`config.mk`:
```
export PLATFORM = sky130hd
export DESIGN_NAME = sopc_run_ctrl
export DESIGN_NICKNAME = d
export VERILOG_FILES = /design/src/rtl/sopc_run_ctrl.sv
export SDC_FILE = /design/constraint.sdc
export NUM_CORES = 1
export LEC_CHECK = 0
export ABC_AREA = 1
export CORE_MARGIN = 1
export CORE_UTILIZATION = 40
export CTS_CLUSTER_SIZE = 16
export DETAILED_ROUTE_END_ITERATION = 6
export SLEW_MARGIN = 20
export SYNTH_ARGS = -nofsm -noshare
export SYNTH_HDL_FRONTEND = slang
export SYNTH_SLANG_ARGS = --single-unit
```
`constraint.sdc`:
```
create_clock -name clk -period 2.3 [get_ports clk]
set_input_delay 0.345 -clock clk [delete_from_list [all_inputs] [get_ports clk]]
set_output_delay 0.345 -clock clk [all_outputs]
set_load 0.01 [all_outputs]
```
`src/rtl/sopc_run_ctrl.sv`:
```
// Run/reset controller for the SOPC: sequences core reset, counts run cycles and
// stops the run on a cycle limit or on a fetch PC that stops changing.
module sopc_run_ctrl #(
   parameter int RST_HOLD    = 4,
   parameter int CYCLE_LIMIT = 800,
   parameter int IDLE_LIMIT  = 16,
   parameter int CNT_W       = 23,
   parameter int PC_W        = 32
) (
   input  logic             clk,
   input  logic             reset,
   input  logic [PC_W-1:0]  pc_i,
   output logic             core_reset,
   output logic             run_o,
   output logic [CNT_W-1:0] cycle_cnt,
   output logic             done,
   output logic [1:0]       done_cause
);

   localparam int HW = (RST_HOLD > 1) ? $clog2(RST_HOLD) : 1;
   localparam int IW = $clog2(IDLE_LIMIT + 1);

   typedef enum logic [1:0] {ST_HOLD, ST_RUN, ST_DONE} state_t;

   state_t           state_reg, state_next;
   logic [HW-1:0]    hold_cnt_reg, hold_cnt_next;
   logic [IW-1:0]    idle_cnt_reg, idle_cnt_next;
   logic [PC_W-1:0]  last_pc_reg, last_pc_next;
   logic             pc_vld_reg, pc_vld_next;
   logic             core_reset_reg, core_reset_next;
   logic             run_reg, run_next;
   logic [CNT_W-1:0] cycle_cnt_reg, cycle_cnt_next;
   logic             done_reg, done_next;
   logic [1:0]       done_cause_reg, done_cause_next;
   logic             lim, hlt;

   always_ff @(posedge clk) begin
      if (reset) begin
         state_reg      <= ST_HOLD;
         hold_cnt_reg   <= '0;
         idle_cnt_reg   <= '0;
         last_pc_reg    <= '0;
         pc_vld_reg     <= 1'b0;
         core_reset_reg <= 1'b1;
         run_reg        <= 1'b0;
         cycle_cnt_reg  <= '0;
         done_reg       <= 1'b0;
         done_cause_reg <= 2'b00;
      end else begin
         state_reg      <= state_next;
         hold_cnt_reg   <= hold_cnt_next;
         idle_cnt_reg   <= idle_cnt_next;
         last_pc_reg    <= last_pc_next;
         pc_vld_reg     <= pc_vld_next;
         core_reset_reg <= core_reset_next;
         run_reg        <= run_next;
         cycle_cnt_reg  <= cycle_cnt_next;
         done_reg       <= done_next;
         done_cause_reg <= done_cause_next;
      end
   end

   always_comb begin
      state_next      = state_reg;
      hold_cnt_next   = hold_cnt_reg;
      idle_cnt_next   = idle_cnt_reg;
      last_pc_next    = last_pc_reg;
      pc_vld_next     = pc_vld_reg;
      core_reset_next = core_reset_reg;
      run_next        = run_reg;
      cycle_cnt_next  = cycle_cnt_reg;
      done_next       = done_reg;
      done_cause_next = done_cause_reg;
      lim             = 1'b0;
      hlt             = 1'b0;
      case (state_reg)
         ST_HOLD: begin
            if (hold_cnt_reg == HW'(RST_HOLD - 1)) begin
               state_next      = ST_RUN;
               hold_cnt_next   = '0;
               core_reset_next = 1'b0;
               run_next        = 1'b1;
            end else begin
               hold_cnt_next = hold_cnt_reg + HW'(1);
            end
         end
         ST_RUN: begin
            cycle_cnt_next = cycle_cnt_reg + CNT_W'(1);
            last_pc_next   = pc_i;
            pc_vld_next    = 1'b1;
            // last_pc is meaningless until one PC has been captured in RUN
            if (pc_vld_reg && (pc_i == last_pc_reg)) begin
               if (idle_cnt_reg != IW'(IDLE_LIMIT))
                  idle_cnt_next = idle_cnt_reg + IW'(1);
            end else begin
               idle_cnt_next = '0;
            end
            lim = (cycle_cnt_next == CNT_W'(CYCLE_LIMIT));
            hlt = (idle_cnt_next == IW'(IDLE_LIMIT));
            if (lim || hlt) begin
               state_next      = ST_DONE;
               done_next       = 1'b1;
               run_next        = 1'b0;
               done_cause_next = {hlt, lim};
            end
         end
         ST_DONE: begin
            // Frozen until reset; core stays out of reset so its state can be inspected.
         end
         default: state_next = ST_HOLD;
      endcase
   end

   assign core_reset = core_reset_reg;
   assign run_o      = run_reg;
   assign cycle_cnt  = cycle_cnt_reg;
   assign done       = done_reg;
   assign done_cause = done_cause_reg;

endmodule

```
==> results.toml, run 1 <==
[worst_setup_path]
worstSetupPathType = "flop to flop"
cp-start-kind = "flop"
crit_arrival_ns = 2.26
slowest_stage = "dfxtp_1"
crit_chain = "ha_1 > nand2_2 > nor2_4 > nand3_4 > nor2_4 > nand2_1 > nand2_1 > nand2_1 > nor2_2 > nand2_1 > nor2_2 > nand3_2 > nand3_1 > a21oi_1"
critical_path.endpoint_type = "flop"
crit_start = "cycle_cnt[0]$_SDFFE_PP0P_"
rr_startpoint = "cycle_cnt[0]$_SDFFE_PP0P_"
slowest_delay_ns = 0.34
worstPathRequired_ns = 2.54
cpMostUsedCell = "nand2_1"
cp_max_fo = 6

[power]
p_leak_nw = 2.283
p_total_w = 0.004124
power_density_mw_per_mm2 = 794.5
vdd.ir_drop.worst_mv = 0.3830

[finish]
area_growth_pct = 26.04
mostFrequentLayoutCells = "nand2_1, inv_1, nor2_1, dfxtp_1, o21ai_0"
drive_above_1_share_pct = 7.083
largest_register_ffs = 32
final_common_cell = "nand2_1"
diodes = 0
fin_nets = 754

[sta]
finalSetupViolCount = 0
min_period_over_period_pct = 87.84
rsz0062_at_grt = "no"
slew_headroom_pct = 47.31
maxSlewViolCount = 0
fin_tns_setup_ns = 0
fin_skew_ns = 0.008968
hold_viol = 0
fin_crit_ns = 2.020
worst_pin_slew_ns = 0.7895
fmax_mhz = 494.9
worst_slack_ns = 0.2796

[global_routing]
grt_pass1_vias = 3853
grt_pass1_wl_um = 17760
antenna_found_initial = 0
grt_max_degree = 83
grt_overflow = 0
track_usage_pct = 21.50

[floorplanning]
dieArea_mm2 = 0.01070
dieWidth_um = 103.5
start_util_pct = 41.74
rows = 36
die_height_um = 103.5
ios = 62
core_area_mm2 = 0.009864

[placement]
pre_cts_ws_ns = 0.03375
io_buffers = 61
place_congestion = 0.8717
dp_hpwl_um = 7721

[clocking]
clk_latency_ns = 0.36
cts_made_buffers = 9
post_cts_resized = 0
htreeDepth = 3
cts_tree = "built"
cts_num_sinks = 70
clkSlewWorstSetupHoldPaths_ns = 0.08
holdBufCountCts = 0
cts_setup_buffers = 0
clock_path_buffers = 2
ctsRootBufferMaster = "clkbuf_8"

[drt]
wl_um = 10510
wl_per_cell_um = 12.32
drc_errors = 0
drt_iter0_markers = 155
via_per_inst = 4.818
drtPass1Iterations = 5
vias = 4110
ant_nets = 0

[logic_synthesis]
synth_seq_area_share_pct = 34.03
netlist_instances = 651
syn_area_per_cell_um2 = 6.325
ys_warn_count = 0
synth_cell_types = 31
synth.cell_area_mm2 = 0.004118
synth.ff_latch_count = 70
syn_nets = 690

[run]
max_cap_violations = 0

[status]
run_status = "complete, no violations"

[worst_hold_path]
hold_class = "flop to flop"
worst_hold_startpoint = "core_reset$_SDFFE_PP1P_"
## final timing paths
path                              to  slack, ns  cells after the start
max               run_o$_SDFFE_PP0P_       0.28                     14
max reg2reg       run_o$_SDFFE_PP0P_       0.28                     14
min          core_reset$_SDFFE_PP1P_       0.45                      2
min reg2reg  core_reset$_SDFFE_PP1P_       0.45                      2
## cell type report
cell class | count | area, µm²
multi-input cells | 454 | 2233
repair buffers | 73 | 725.7
fillers | 975 | 4674
flip-flops and latches | 70 | 1401
clock inverters | 6 | 133.9
clock buffers | 10 | 127.6
well taps | 133 | 166.4
inverters | 107 | 401.6
## logic make-up after synthesis
logic type                 synth area share [%]
AOI/OAI and AO/OA                         15.74
xor gates and xnor gates                  3.373
adders and majority gates                 1.519
buffers and inverters                     11.91
DFF                                       34.03
and+or+nand+nor                           33.42
## critical path: cells and delay by family, from the launching register on
kind | cells | cell delay (ns)
adders and majority gates | 1 | 0.21
DFF | 1 | 0.34
AOI/OAI and AO/OA | 1 | 0.06
and+or+nand+nor | 12 | 1.31
## Yosys cell counts
cell type / count / area [µm²]
o21ai_0: 65 / 325.3
nor2_2: 4 / 25.02
nor3b_1: 2 / 15.01
clkbuf_1: 17 / 63.81
a21oi_1: 48 / 240.2
nand2_1: 164 / 615.6
and3_1: 2 / 12.51
o21ai_1: 4 / 20.02
xor2_2: 1 / 16.27
o211ai_1: 7 / 52.55
nand2_4: 1 / 11.26
inv_1: 107 / 401.6
buf_1: 1 / 3.750
nand3_4: 1 / 17.52
xnor2_1: 8 / 70.07
ha_1: 5 / 62.56
nor2_1: 73 / 274.0
nor4_1: 4 / 25.02
o211a_1: 1 / 10.01
nand4_1: 14 / 87.58
xor2_1: 6 / 52.55
nand3b_2: 1 / 11.26
clkbuf_8: 1 / 13.76
buf_4: 1 / 7.510
nand2_2: 3 / 18.77
dfxtp_1: 70 / 1401
nor3_1: 1 / 5.000
nand3_2: 2 / 20.02
nor2_4: 8 / 90.09
nand3_1: 27 / 135.1
or2_2: 2 / 12.51
## per-layer routing
layer | track usage, % | wire length, µm | vias up
met5 | 0 | 0 | -
met4 | 7.151 | 104 | 0
met3 | 4.503 | 366 | 10
met2 | 37.44 | 5080 | 76
met1 | 26.36 | 4952 | 1844
li1 | - | - | 2180
## stage by stage
stage | instance area [µm²] | util (%) | hold slack, ns | instances
after floorplan | 4118 | - | 0.4497 | 651
after global placement | 4913 | 49.81 | 0.4300 | 835
after detailed placement | 4913 | 49.81 | 0.4339 | 835
after CTS | 5175 | 52.46 | 0.4517 | 851
after global routing | 5190 | 52.61 | 0.4920 | 853
final | 5190 | 52.61 | 0.4486 | 853
## report_power, final
part | switching, W | internal, W | leakage [nW]
Sequential | 0.000191 | 0.00143 | 0.569
Clock | 0.000505 | 0.000831 | 0.130
Combinational | 0.000654 | 0.000513 | 1.58
Note: power is estimated with default switching activity, not from simulation.
==> inputs of run 2 (changes only) <==
CTS_BUF_LIST = sky130_fd_sc_hd__clkbuf_4 sky130_fd_sc_hd__clkbuf_8   (was unset)
==> run 2 against run 1 <==
  * Utilization is essentially flat
  * Register-to-register slack is essentially flat
  * Clock power is essentially flat
  * Hold slack is essentially flat
  * Maximum frequency grew 0.11%
  * First-iteration DRC count grew 1.3%
  * Via count is essentially flat
  * Routed wire length is essentially flat
  * Clock skew grew 0.0013 ns
==> results.toml, run 2 (same netlist as run 1, synthesis figures left out) <==
[worst_setup_path]
cp-start-kind = "flop"
crit_buf_inv = 0
crit_arrival_ns = 2.26
worstSetupPathType = "flop to flop"
worstPathRequired_ns = 2.54
reg2regPathDepth = 14
slowest_delay_ns = 0.34
cp_max_fo = 6
cpLargestDelayFamily = "simple AND/OR/NAND/NOR gates"
cp_num_cells = 14
critical_path.endpoint_type = "flop"
slowest_stage = "dfxtp_1"
crit_chain = "ha_1 > nand2_2 > nor2_4 > nand3_4 > nor2_4 > nand2_1 > nand2_1 > nand2_1 > nor2_2 > nand2_1 > nor2_2 > nand3_2 > nand3_1 > a21oi_1"
cpMostUsedCell = "nand2_1"

[power]
vdd.ir_drop.worst_mv = 0.3838
power_density_mw_per_mm2 = 796.7
p_leak_nw = 2.286

[clocking]
post_cts_resized = 0
cts_tree = "built"
htreeDepth = 3
cts_setup_buffers = 0
cts_num_sinks = 70
ctsRootBufferMaster = "clkbuf_8"
clkSlewWorstSetupHoldPaths_ns = 0.08
holdBufCountCts = 0
clock_path_buffers = 2
clk_latency_ns = 0.36
cts_made_buffers = 9

[finish]
fin_nets = 754
largest_register_ffs = 32
diodes = 0
mostFrequentLayoutCells = "nand2_1, inv_1, nor2_1, dfxtp_1, o21ai_0"
final_common_cell = "nand2_1"
fin_util_pct = 52.65
area_growth_pct = 26.13
drive_above_1_share_pct = 7.222

[global_routing]
grt_max_degree = 83
grt_pass1_wl_um = 17760
antenna_found_initial = 0
track_usage_pct = 21.50
grt_pass1_vias = 3853
grt_overflow = 0

[drt]
drc_errors = 0
via_per_inst = 4.823
wl_um = 10500
vias = 4114
drt_iter0_markers = 157
ant_nets = 0
wl_per_cell_um = 12.31
drtPass1Iterations = 4

[sta]
maxSlewViolCount = 0
slew_headroom_pct = 48.00
fin_tns_setup_ns = 0
fin_crit_ns = 2.018
worst_pin_slew_ns = 0.7792
finalSetupViolCount = 0
worst_slack_ns = 0.2818
fin_skew_ns = 0.01030
fmax_mhz = 495.5
rsz0062_at_grt = "no"
hold_viol = 0
min_period_over_period_pct = 87.75

[floorplanning]
dieArea_mm2 = 0.01070
core_area_mm2 = 0.009864
rows = 36
die_height_um = 103.5
dieWidth_um = 103.5
start_util_pct = 41.74
ios = 62

[status]
run_status = "complete, no violations"

[run]
max_cap_violations = 0

[placement]
io_buffers = 61
place_congestion = 0.8717
dp_hpwl_um = 7721
pre_cts_ws_ns = 0.03375

[worst_hold_path]
hold_class = "flop to flop"
min_path_cells = 2
## run 2: tightest hold or removal path: stages (launching register included)
cell     delay [ns]
dfxtp_1        0.32
nand2_1        0.06
nand2_1        0.04
## run 2: worst paths after layout
| kind | start | slack (ns) | to |
|---|---|---|---|
| min | core_reset$_SDFFE_PP1P_ | 0.45 | core_reset$_SDFFE_PP1P_ |
| min reg2reg | core_reset$_SDFFE_PP1P_ | 0.45 | core_reset$_SDFFE_PP1P_ |
| max | cycle_cnt[0]$_SDFFE_PP0P_ | 0.28 | run_o$_SDFFE_PP0P_ |
| max reg2reg | cycle_cnt[0]$_SDFFE_PP0P_ | 0.28 | run_o$_SDFFE_PP0P_ |
## run 2: metal layers
| metal | track usage [%] | vias up | part of all wire [%] |
|---|---|---|---|
| met5 | 0 | - | 0 |
| met4 | 7.151 | 0 | 1.4 |
| met3 | 4.503 | 14 | 3.5 |
| met2 | 37.44 | 73 | 48 |
| met1 | 26.36 | 1845 | 47 |
| li1 | - | 2182 | - |
## run 2: cell type report
cell class | instances | area [µm²]
clock buffers | 10 | 131.4
clock inverters | 6 | 133.9
repair buffers | 73 | 725.7
flip-flops and latches | 70 | 1401
fillers | 975 | 4671
inverters | 107 | 401.6
well taps | 133 | 166.4
multi-input cells | 454 | 2233
## run 2: power breakdown
group | switching, W | internal (W) | total, W
registers | 0.000191 | 0.00143 | 0.00162
logic | 0.000654 | 0.000513 | 0.00117
clock network | 0.000508 | 0.000843 | 0.00135
## run 2: stage by stage
stage	cells	area (µm²)	total power (W)	hold WS (ns)
final	853	5194	0.004138	0.4486
after global routing	853	5194	0.004430	0.4920
after CTS	851	5179	0.004169	0.4517
after detailed placement	835	4913	0.002815	0.4339
after global placement	835	4913	0.002789	0.4300
after floorplan	651	4118	0.002358	0.4497
